`src/rtl/sram_fifo_rd_unpacker.sv`:
```
// sram_fifo_rd_unpacker
//   Read-side consumer of sram_fifo. Issues credit-limited, non-adjacent rd_req pulses, collects the
//   returned lines in a PF_DEPTH-entry prefetch ring, and unpacks the head line LSB-first into
//   OUT_WIDTH-bit slices on a valid/ready stream. A flush empties the ring and discards every line
//   still in flight before normal operation resumes.
//   Optional build macro: SRAM_FIFO_RD_UNPACKER_STATS_EN adds the stall_cnt/starve_cnt outputs.
module sram_fifo_rd_unpacker #(
  parameter int SRAM_WRAP_WIDTH = 32,
  parameter int OUT_WIDTH       = 8,
  parameter int PF_DEPTH        = 4
) (
  input  logic                       clk,
  input  logic                       rst,
  input  logic                       fifo_empty,
  input  logic [SRAM_WRAP_WIDTH-1:0] fifo_rd_data,
  input  logic                       fifo_rd_val,
  output logic                       fifo_rd_req,
  input  logic                       flush,
  output logic [OUT_WIDTH-1:0]       out_data,
  output logic                       out_valid,
  input  logic                       out_ready,
`ifdef SRAM_FIFO_RD_UNPACKER_STATS_EN
  output logic [15:0]                stall_cnt,
  output logic [15:0]                starve_cnt,
`endif
  output logic                       busy
);

  localparam int NSLC = SRAM_WRAP_WIDTH / OUT_WIDTH;
  localparam int CW   = $clog2(PF_DEPTH + 1);
  localparam int PW   = (PF_DEPTH > 1) ? $clog2(PF_DEPTH) : 1;
  localparam int IW   = (NSLC > 1) ? $clog2(NSLC) : 1;

  // Reject configurations the slicing and credit logic cannot handle.
  if ((SRAM_WRAP_WIDTH % OUT_WIDTH) != 0 || NSLC < 2 || PF_DEPTH < 2) begin : g_param_err
    $error("sram_fifo_rd_unpacker: illegal SRAM_WRAP_WIDTH/OUT_WIDTH/PF_DEPTH combination");
  end

  typedef enum logic {
    ST_RUN   = 1'b0,
    ST_DRAIN = 1'b1
  } state_t;

  // ---------------------------------------------------------------------------------------------
  // State
  // ---------------------------------------------------------------------------------------------
  state_t                     state_q, state_d;
  logic   [CW-1:0]            outst_q, outst_d;   // rd_req issued, line not yet returned
  logic   [CW-1:0]            cnt_q,   cnt_d;     // lines held in the ring (head included)
  logic   [PW-1:0]            head_q,  head_d;
  logic   [PW-1:0]            tail_q,  tail_d;
  logic   [IW-1:0]            idx_q,   idx_d;     // slice index inside the head line
  logic                       req_prev_q;         // rd_req was high last cycle
  logic                       out_valid_d;
  logic   [OUT_WIDTH-1:0]     out_data_d;
  logic   [SRAM_WRAP_WIDTH-1:0] ring [PF_DEPTH];

  // ---------------------------------------------------------------------------------------------
  // Event decode
  // ---------------------------------------------------------------------------------------------
  logic                       ret;        // legal return (an issued read is outstanding)
  logic                       wr_en;      // returned line is kept
  logic                       xfer;       // slice accepted by the consumer
  logic                       last_slice;
  logic                       pop;        // head line fully consumed
  logic   [CW:0]              used;       // credits in use: outstanding + buffered
  logic   [SRAM_WRAP_WIDTH-1:0] head_line;

  // A return with nothing outstanding is a protocol error and is dropped outright.
  assign ret        = fifo_rd_val && (outst_q != '0);
  // Lines returning during flush or DRAIN only release their credit.
  assign wr_en      = ret && (state_q == ST_RUN) && !flush;
  assign xfer       = out_valid && out_ready;
  assign last_slice = (idx_q == IW'(NSLC - 1));
  assign pop        = xfer && last_slice && !flush;
  assign used       = {1'b0, outst_q} + {1'b0, cnt_q};

  // Ring pointers wrap at PF_DEPTH, which need not be a power of two.
  function automatic logic [PW-1:0] ptr_inc(input logic [PW-1:0] p);
    return (p == PW'(PF_DEPTH - 1)) ? '0 : p + PW'(1);
  endfunction

  // ---------------------------------------------------------------------------------------------
  // FSM
  // ---------------------------------------------------------------------------------------------

  // FSM state register.
  always_ff @(posedge clk) begin
    if (rst) begin
      state_q <= ST_RUN;
    end else begin
      // NOTE: registers take non-blocking assignments so every flop samples pre-edge values.
      state_q <= state_d;
    end
  end

  // FSM next state: flush enters DRAIN; DRAIN exits once nothing is outstanding and flush is low.
  always_comb begin
    // NOTE: default first so no path leaves state_d unassigned (no latch).
    state_d = state_q;
    unique case (state_q)
      ST_RUN:   if (flush) state_d = ST_DRAIN;
      ST_DRAIN: if (!flush && (outst_q == '0)) state_d = ST_RUN;
      default:  state_d = ST_RUN;
    endcase
  end

  // FSM outputs: read issue under credit/gap rules, and the busy summary.
  always_comb begin
    fifo_rd_req = 1'b0;
    if ((state_q == ST_RUN) && !rst && !flush && !fifo_empty && !req_prev_q &&
        (used < (CW+1)'(PF_DEPTH))) begin
      fifo_rd_req = 1'b1;
    end
    busy = (outst_q != '0) || (cnt_q != '0) || (state_q == ST_DRAIN);
  end

  // ---------------------------------------------------------------------------------------------
  // Datapath next-state
  // ---------------------------------------------------------------------------------------------

  // Outstanding-read counter: issue and return in the same cycle cancel out.
  always_comb begin
    outst_d = outst_q;
    if (fifo_rd_req && !ret) begin
      outst_d = outst_q + CW'(1);
    end else if (!fifo_rd_req && ret) begin
      outst_d = outst_q - CW'(1);
    end
  end

  // Ring occupancy, pointers and slice index; flush empties the ring and restarts the index.
  always_comb begin
    cnt_d  = cnt_q;
    head_d = head_q;
    tail_d = tail_q;
    idx_d  = idx_q;
    if (flush) begin
      cnt_d  = '0;
      head_d = '0;
      tail_d = '0;
      idx_d  = '0;
    end else begin
      if (wr_en) tail_d = ptr_inc(tail_q);
      if (pop)   head_d = ptr_inc(head_q);
      if (wr_en && !pop) begin
        cnt_d = cnt_q + CW'(1);
      end else if (!wr_en && pop) begin
        cnt_d = cnt_q - CW'(1);
      end
      if (xfer) idx_d = last_slice ? '0 : idx_q + IW'(1);
    end
  end

  // Next output slice: when the next head is the line being written this cycle, take it from the
  // return bus because the ring entry only updates at the clock edge.
  always_comb begin
    head_line   = (wr_en && (head_d == tail_q)) ? fifo_rd_data : ring[head_d];
    out_valid_d = (cnt_d != '0);
    out_data_d  = '0;
    if (out_valid_d) out_data_d = head_line[idx_d*OUT_WIDTH +: OUT_WIDTH];
  end

  // ---------------------------------------------------------------------------------------------
  // Registers
  // ---------------------------------------------------------------------------------------------

  // Control and output registers; out_valid/out_data come straight from flops.
  always_ff @(posedge clk) begin
    if (rst) begin
      outst_q    <= '0;
      cnt_q      <= '0;
      head_q     <= '0;
      tail_q     <= '0;
      idx_q      <= '0;
      req_prev_q <= 1'b0;
      out_valid  <= 1'b0;
      out_data   <= '0;
    end else begin
      outst_q    <= outst_d;
      cnt_q      <= cnt_d;
      head_q     <= head_d;
      tail_q     <= tail_d;
      idx_q      <= idx_d;
      req_prev_q <= fifo_rd_req;
      out_valid  <= out_valid_d;
      out_data   <= out_data_d;
    end
  end

  // Prefetch ring storage, written at the tail on every kept return.
  always_ff @(posedge clk) begin
    // NOTE: storage is not reset; cnt_q alone decides which entries are meaningful.
    if (wr_en) ring[tail_q] <= fifo_rd_data;
  end

`ifdef SRAM_FIFO_RD_UNPACKER_STATS_EN
  // Saturating stall and starvation counters, cleared by reset and by flush.
  always_ff @(posedge clk) begin
    if (rst || flush) begin
      stall_cnt  <= '0;
      starve_cnt <= '0;
    end else begin
      if (out_valid && !out_ready && (stall_cnt != 16'hFFFF)) begin
        stall_cnt <= stall_cnt + 16'd1;
      end
      if ((state_q == ST_RUN) && (cnt_q == '0) && fifo_empty && (starve_cnt != 16'hFFFF)) begin
        starve_cnt <= starve_cnt + 16'd1;
      end
    end
  end
`endif

endmodule

```
`config.mk`:
```
export PLATFORM = sky130hd
export DESIGN_NAME = sram_fifo_rd_unpacker
export DESIGN_NICKNAME = d
export VERILOG_FILES = /design/src/rtl/sram_fifo_rd_unpacker.sv
export SDC_FILE = /design/constraint.sdc
export NUM_CORES = 1
export LEC_CHECK = 0
export ABC_CLOCK_PERIOD_IN_PS = 7800
export CAP_MARGIN = 20
export CORE_MARGIN = 4
export CORE_UTILIZATION = 40
export DETAILED_ROUTE_END_ITERATION = 6
export GPL_TIMING_DRIVEN = 0
export PLACE_DENSITY = 0.56
export SLEW_MARGIN = 10
export SYNTH_ARGS = -nofsm -noshare
export SYNTH_HDL_FRONTEND = slang
export SYNTH_SLANG_ARGS = --single-unit
```
`constraint.sdc`:
```
create_clock -name clk -period 7.8 [get_ports clk]
set_clock_uncertainty 0.15 [all_clocks]
set_input_delay 1.17 -clock clk [delete_from_list [all_inputs] [get_ports clk]]
set_output_delay 1.17 -clock clk [all_outputs]
set_load 0.1 [all_outputs]
```
==> key figures, run 1 <==
Timing
  • PnR worst setup slack: 3.04 ns
  • Fin. max-slew vios: 0
  • Setup TNS: 0 ns
  • Rel. slew slack: 0.348
  • Final Hold Fails: 0
  • Worst hold slack: 0.367 ns
  • Slew @ Worst Pin: 0.975 ns
  • Fmax: 0.210 GHz
  • # setup viols final: 0
  • Fin crit share: 0.611
  • RSZ-0062 raised after global routing: false
  • Final worst path period need: 4.76 ns

Min path
  • Worst hold path stage count: 3
  • Hold Crit Start: req_prev_q$_SDFF_PP0_
  • Hold endpoint: req_prev_q$_SDFF_PP0_
  • Hold crit path type: flip-flop to flip-flop

Yosys
  • Synthesized cell area: 6470 µm²
  • Ys flop type: edfxtp_1
  • Post-Synthesis Cells: 497
  • YS warnings: 0
  • Syn_nets: 548
  • EDFF count, synth: 128
  • Unique masters post-synth: 45
  • Async set-or-reset flop fraction in the synthesized netlist: 0
  • Post-synthesis sequential area ratio: 0.665
  • Seq cells post-synth: 151
  • Synthesized area per cell: 13.0 µm²

Clock tree
  • CTS Sinks: 151
  • Clock latency on the worst-skew pair: 0.42 ns
  • Clock buffer depth: 2
  • Post-CTS setup buffer count: 0
  • H-tree depth: 4
  • CTS tree: yes
  • Root Buffer Master: clkbuf_16
  • CTS buffer count: 17
  • Resized Gates After CTS: 0
  • Clock transition at path regs: 0.06 ns
  • Cts hold-fix bufs: 0

Detailed routing
  • DRC: 0
  • First-pass iteration count of the detailed router: 7
  • Initial DRC Count: 445
  • Final wirelength: 15.5 mm
  • DRT antenna net count: 0
  • Vias: 4242
  • WL/cell: 19.4 µm
  • Vias per cell: 5.33

Placed design
  • Setup WS pre-CTS: 3.01 ns
  • Post-DP HPWL: 10.3 mm
  • DP Area: 7310 µm²
  • Final GP Congestion: 0.785
  • Cell count after placement: 764
  • Count of input and output buffers: 47

Worst setup path
  • CP Class: input pin to output pin
  • Crit-path leading delay family: buffers and inverters
  • Critical path's largest stage delay: 1.17 ns
  • Arrival time worst endpoint: 3.44 ns
  • Worst-path fanout max: 10
  • Critical-path top delay cell: clkdlybuf4s50_1
  • WP data required: 6.48 ns
  • Launching point of the worst reg2reg path: idx_q[0]$_SDFF_PP0_
  • Worst reg2reg setup slack: 4.66 ns
  • Worst R2R End: out_data[6]$_SDFF_PP0_
  • CP Cell Sequence: clkbuf_1 -> clkbuf_1 -> nor2_1 -> nand3_1 -> a31oi_1 -> clkdlybuf4s50_1
  • Buffers and inverters on the worst path: 3
  • CP Capture Type: output pin
  • Startpoint Class: input pin
  • Worst path most repeated cell: clkbuf_1
  • Path depth of the worst reg2reg path: 10

Global route
  • Largest net degree at the start of global routing: 26
  • Initial antenna violation count: 0
  • Number of global-route vias before repair: 4205
  • First-pass GRT wire length: 24.1 mm
  • Grt ovf: 0
  • Total track usage: 0.177

Status
  • Status: finished, final reports clean

Layout
  • Non-filler cells, final: 796
  • Util after Layout: 0.496
  • Layout cells sized above 1: 0.107
  • Syn-to-layout area delta: 21.8%
  • Final nets: 618
  • Design Area, Final: 7880 µm²
  • Ant diodes: 0

Power
  • PD cells: 249 nW/µm²
  • Pwr Total: 1.96 mW
  • VDD IR-drop max: 0.153 mV
  • Leak: 2.70 nW

Floorplanning
  • Ports: 49
  • Die footprint: 18300 µm²
  • Die Ht: 135 µm
  • Starting density of the core: 0.407
  • Core box area: 15900 µm²
  • Num rows: 46
  • DIE WIDTH: 135 µm

Run
  • Max-cap violation count: 0
worst reg2reg max path: stages (launching register included):
cell and delay (ns):
dfxtp_1 0.35, ha_1 0.19, and3_1 0.18, buf_6 0.14
mux2i_1 0.55, buf_4 0.34, nor2_1 0.20, a32oi_1 0.30
a31oi_1 0.12, a311oi_1 0.39, o21a_1 0.18
flip-flops by register name, summed over array words and instances, names as in the netlist, 2 cells and up:
signal	cells
head_q	2
out_data	8
cnt_q	3
ring	128
tail_q	2
outst_q	3
idx_q	2
placed cells by master (no fill, tap or decap), types with 3 or more instances in the layout:
cell	count
clkbuf_1	16
o21a_1	4
nand2_1	102
buf_2	9
or3_1	3
nor2b_1	4
inv_1	6
xnor2_1	5
ha_1	12
clkdlybuf4s50_1	47
a32oi_1	14
clkinvlp_4	4
dfxtp_1	23
edfxtp_1	128
a31oi_1	9
a21oi_1	25
and2_2	4
mux2i_1	20
nand3_1	26
a22oi_1	6
clkbuf_16	17
nor2_1	21
o21ai_0	4
and4_1	4
mux4_2	8
a311oi_1	6
nor3_1	11
worst max path at each step:
stage	cells after the start	start	endpoint
2_1_floorplan	11	flush	outst_q[2]$_SDFFE_PP0P_
3_3_place_gp	6	flush	fifo_rd_req
3_5_place_dp	6	flush	fifo_rd_req
4_1_cts	6	flush	fifo_rd_req
5_1_grt	6	flush	fifo_rd_req
6_report	6	flush	fifo_rd_req
cell type report:
class | count | area [µm²]
Fill cell | 1446 | 8010
Timing Repair Buffer | 51 | 566
Clock inverter | 12 | 130
Sequential cell | 151 | 4300
Clock buffer | 20 | 437
Tap cell | 216 | 270
Buffer | 26 | 131
Inverter | 6 | 22.5
Multi-Input combinational cell | 314 | 2020
synthesized netlist by cell type (2+ instances only):
cell	n	share of area
a21oi_1	25	0.019
nor2b_1	4	0.0039
buf_4	2	0.0023
xor2_1	2	0.0027
clkbuf_1	13	0.0075
mux2i_1	20	0.031
and4_1	4	0.0054
nand3_1	26	0.020
nor2_1	21	0.012
a311oi_1	6	0.0081
inv_1	6	0.0035
edfxtp_1	128	0.59
a22oi_1	6	0.0070
buf_6	2	0.0035
a32oi_1	14	0.019
nand2_1	102	0.059
dfxtp_1	23	0.071
xnor2_1	5	0.0068
o21ai_0	4	0.0031
o21a_1	4	0.0046
nor3_1	11	0.0085
a21o_1	2	0.0023
maj3_1	2	0.0031
and2_1	6	0.0058
nor4_1	2	0.0019
mux2_2	2	0.0035
buf_2	9	0.0070
ha_1	12	0.023
or3_1	3	0.0029
mux4_2	8	0.028
a31oi_1	9	0.0087
power by group:
part / switching [mW] / total, mW / internal (mW)
logic: 0.157 / 0.246 / 0.0894
registers: 0.0177 / 0.926 / 0.908
clock network: 0.319 / 0.789 / 0.470
total: 0.494 / 1.96 / 1.47
cell families after synthesis:
family	Yosys count	synth area share
AO/OA/AOI/OAI	77	0.0810
XOR/XNOR	7	0.00948
adder cells (fa/ha/maj)	15	0.0294
buffers and inverters	32	0.0238
flip-flops	151	0.665
multiplexers	31	0.0646
AND/OR/NAND/NOR	184	0.126
per-layer routing:
metal / track usage / part of all wire / up-vias
met5: 0 / 0 / -
met4: 0.0694 / 0.018 / 0
met3: 0.0308 / 0.050 / 21
met2: 0.287 / 0.50 / 125
met1: 0.240 / 0.43 / 2087
li1: - / - / 2009
No activity file was read; power rests on OpenSTA's default activity.
==> inputs of run 2 (changes only) <==
--- a/config.mk
+++ b/config.mk
@@ -5,7 +5,7 @@
 export SDC_FILE = /design/constraint.sdc
 export NUM_CORES = 1
 export LEC_CHECK = 0
-export ABC_CLOCK_PERIOD_IN_PS = 7800
+export ABC_CLOCK_PERIOD_IN_PS = 4400
 export CAP_MARGIN = 20
 export CORE_MARGIN = 4
 export CORE_UTILIZATION = 40
==> constraint.sdc (replaced) <==
create_clock -name clk -period 4.4 [get_ports clk]
set_clock_uncertainty 0.15 [all_clocks]
set_input_delay 0.66 -clock clk [delete_from_list [all_inputs] [get_ports clk]]
set_output_delay 0.66 -clock clk [all_outputs]
set_load 0.1 [all_outputs]
==> key figures, run 2 (same netlist as run 1, synthesis figures left out) <==
Detailed routing
  • DRC: 0
  • DRT antenna net count: 0
  • Top sig layer: met4
  • Final wirelength: 15.6 mm
  • Met3 routed WL: 806 µm
  • Routed met1 length: 6.93 mm
  • Vias per cell: 5.36
  • Met2 routed WL: 7.63 mm
  • WL/cell: 19.6 µm
  • Initial DRC Count: 285
  • Vias: 4263
  • First-pass iteration count of the detailed router: 5

Power
  • Pwr Total: 3.58 mW
  • PD cells: 451 nW/µm²
  • Leak: 2.74 nW
  • VDD IR-drop max: 0.267 mV

Floorplanning
  • Ports: 49
  • DIE WIDTH: 135 µm
  • Die Ht: 135 µm
  • Core box area: 15900 µm²
  • Die footprint: 18300 µm²
  • Starting density of the core: 0.407
  • Num rows: 46

Placed design
  • Count of input and output buffers: 47
  • Final GP Congestion: 0.845
  • Post-DP HPWL: 10.4 mm

Worst setup path
  • CP Capture Point: fifo_rd_req
  • Worst R2R End: out_data[6]$_SDFF_PP0_
  • Worst path most repeated cell: clkbuf_1
  • WP data required: 3.59 ns
  • Worst-path fanout max: 10
  • Crit path from: flush
  • CP Capture Type: output pin
  • Arrival time worst endpoint: 2.86 ns
  • Buffers and inverters on the worst path: 3
  • Critical-path top delay cell: clkdlybuf4s50_1
  • Critical path's largest stage delay: 1.16 ns
  • CP Depth: 6
  • Crit-path leading delay family: buffers and inverters
  • Launching point of the worst reg2reg path: idx_q[0]$_SDFF_PP0_
  • Startpoint Class: input pin
  • Worst reg2reg setup slack: 1.35 ns
  • CP Class: input pin to output pin
  • CP Cell Sequence: clkbuf_1 -> clkbuf_1 -> nor2_1 -> nand3_1 -> a31oi_2 -> clkdlybuf4s50_1
  • Path depth of the worst reg2reg path: 10

Layout
  • Layout cells sized above 1: 0.110
  • Filler cell count: 1443
  • Most flop-heavy register: ring
  • Commonest non-fill, non-tap cells in the layout: edfxtp_1, nand2_1, clkdlybuf4s50_1
  • Syn-to-layout area delta: 22.5%
  • Top flop regs: ring (128), out_data (8)
  • Commonest non-fill, non-tap cell in the layout: edfxtp_1
  • Final nets: 618
  • Max reg flops: 128
  • Ant diodes: 0

Run
  • Max-cap violation count: 0

Timing
  • Fmax: 0.273 GHz
  • Final worst path period need: 3.67 ns
  • Fin crit share: 0.833
  • Fin. max-slew vios: 0
  • RSZ-0062 raised after global routing: false
  • Final Hold Fails: 0
  • Rel. slew slack: 0.338
  • Setup TNS: 0 ns
  • # setup viols final: 0
  • Slew @ Worst Pin: 0.989 ns

Min path
  • Hold crit path type: flip-flop to flip-flop
  • Worst hold path stage count: 3

Global route
  • Initial antenna violation count: 0
  • Total track usage: 0.180
  • Number of global-route vias before repair: 4362
  • First-pass GRT wire length: 24.6 mm
  • Largest net degree at the start of global routing: 28
  • Grt ovf: 0

Clock tree
  • Resized Gates After CTS: 0
  • Clock transition at path regs: 0.06 ns
  • Root Buffer Master: clkbuf_16
  • Cts hold-fix bufs: 0
  • Clock latency on the worst-skew pair: 0.42 ns
  • H-tree depth: 4
  • CTS tree: yes
  • CTS buffer count: 17
  • Clock buffer depth: 2
  • CTS Sinks: 151
  • Post-CTS setup buffer count: 0

Status
  • Status: finished, final reports clean
run 2: changes by cell type in the layout (fill, tap and decap cells not counted):
cell and delta:
inv_6 +1, clkbuf_1 -1, bufinv_16 +2, a31oi_1 -1
clkinv_4 -1, clkinvlp_4 -3, a31oi_2 +1, clkinv_2 +2
run 2: how the worst min path moves through the flow:
stage | from | end | slack (ns)
final | req_prev_q$_SDFF_PP0_ | req_prev_q$_SDFF_PP0_ | 0.38
after global routing | state_q$_SDFF_PP0_ | state_q$_SDFF_PP0_ | 0.43
after CTS | req_prev_q$_SDFF_PP0_ | req_prev_q$_SDFF_PP0_ | 0.39
after detailed placement | outst_q[2]$_SDFFE_PP0P_ | outst_q[2]$_SDFFE_PP0P_ | 0.38
after global placement | outst_q[2]$_SDFFE_PP0P_ | outst_q[2]$_SDFFE_PP0P_ | 0.37
after floorplan | state_q$_SDFF_PP0_ | state_q$_SDFF_PP0_ | 0.34
run 2: area by class of cell:
type | instances | area (µm²) | area share
Clock buffer | 19 | 433 | 0.0546
Tap cell | 216 | 270 | 0.0341
Buffer | 26 | 131 | 0.0166
Clock inverter | 13 | 178 | 0.0224
Timing Repair Buffer | 51 | 566 | 0.0713
Inverter | 6 | 22.5 | 0.00284
Multi-Input combinational cell | 314 | 2020 | 0.255
Sequential cell | 151 | 4300 | 0.543
run 2: per-stage QoR:
stage	std cells	setup WS [ns]	instance area (µm²)	utilization	hold slack, ns
5_1_grt	796	0.572	7930	0.499	0.428
4_1_cts	796	0.714	7930	0.499	0.391
6_report	796	0.734	7930	0.499	0.383
3_5_place_dp	764	0.668	7320	0.461	0.381
2_1_floorplan	497	0.553	6470	-	0.335
3_3_place_gp	760	0.566	7220	0.454	0.372
run 2: tightest hold or removal path, cell delays in order, from the launching register on:
cell	delay, ns
dfxtp_1	0.30
nor4_1	0.05
nand3_1	0.09
a31oi_1	0.05
run 2: layer usage:
metal,track usage,up-vias
li1,-,2006
met1,0.242,2119
met2,0.292,123
met3,0.0394,15
met4,0.0577,0
met5,0,-
run 2: where the power goes:
part	switching (mW)	leakage (nW)	internal, mW
Sequential	0.0325	1.34	1.61
Combinational	0.280	1.10	0.160
Clock	0.548	0.299	0.946
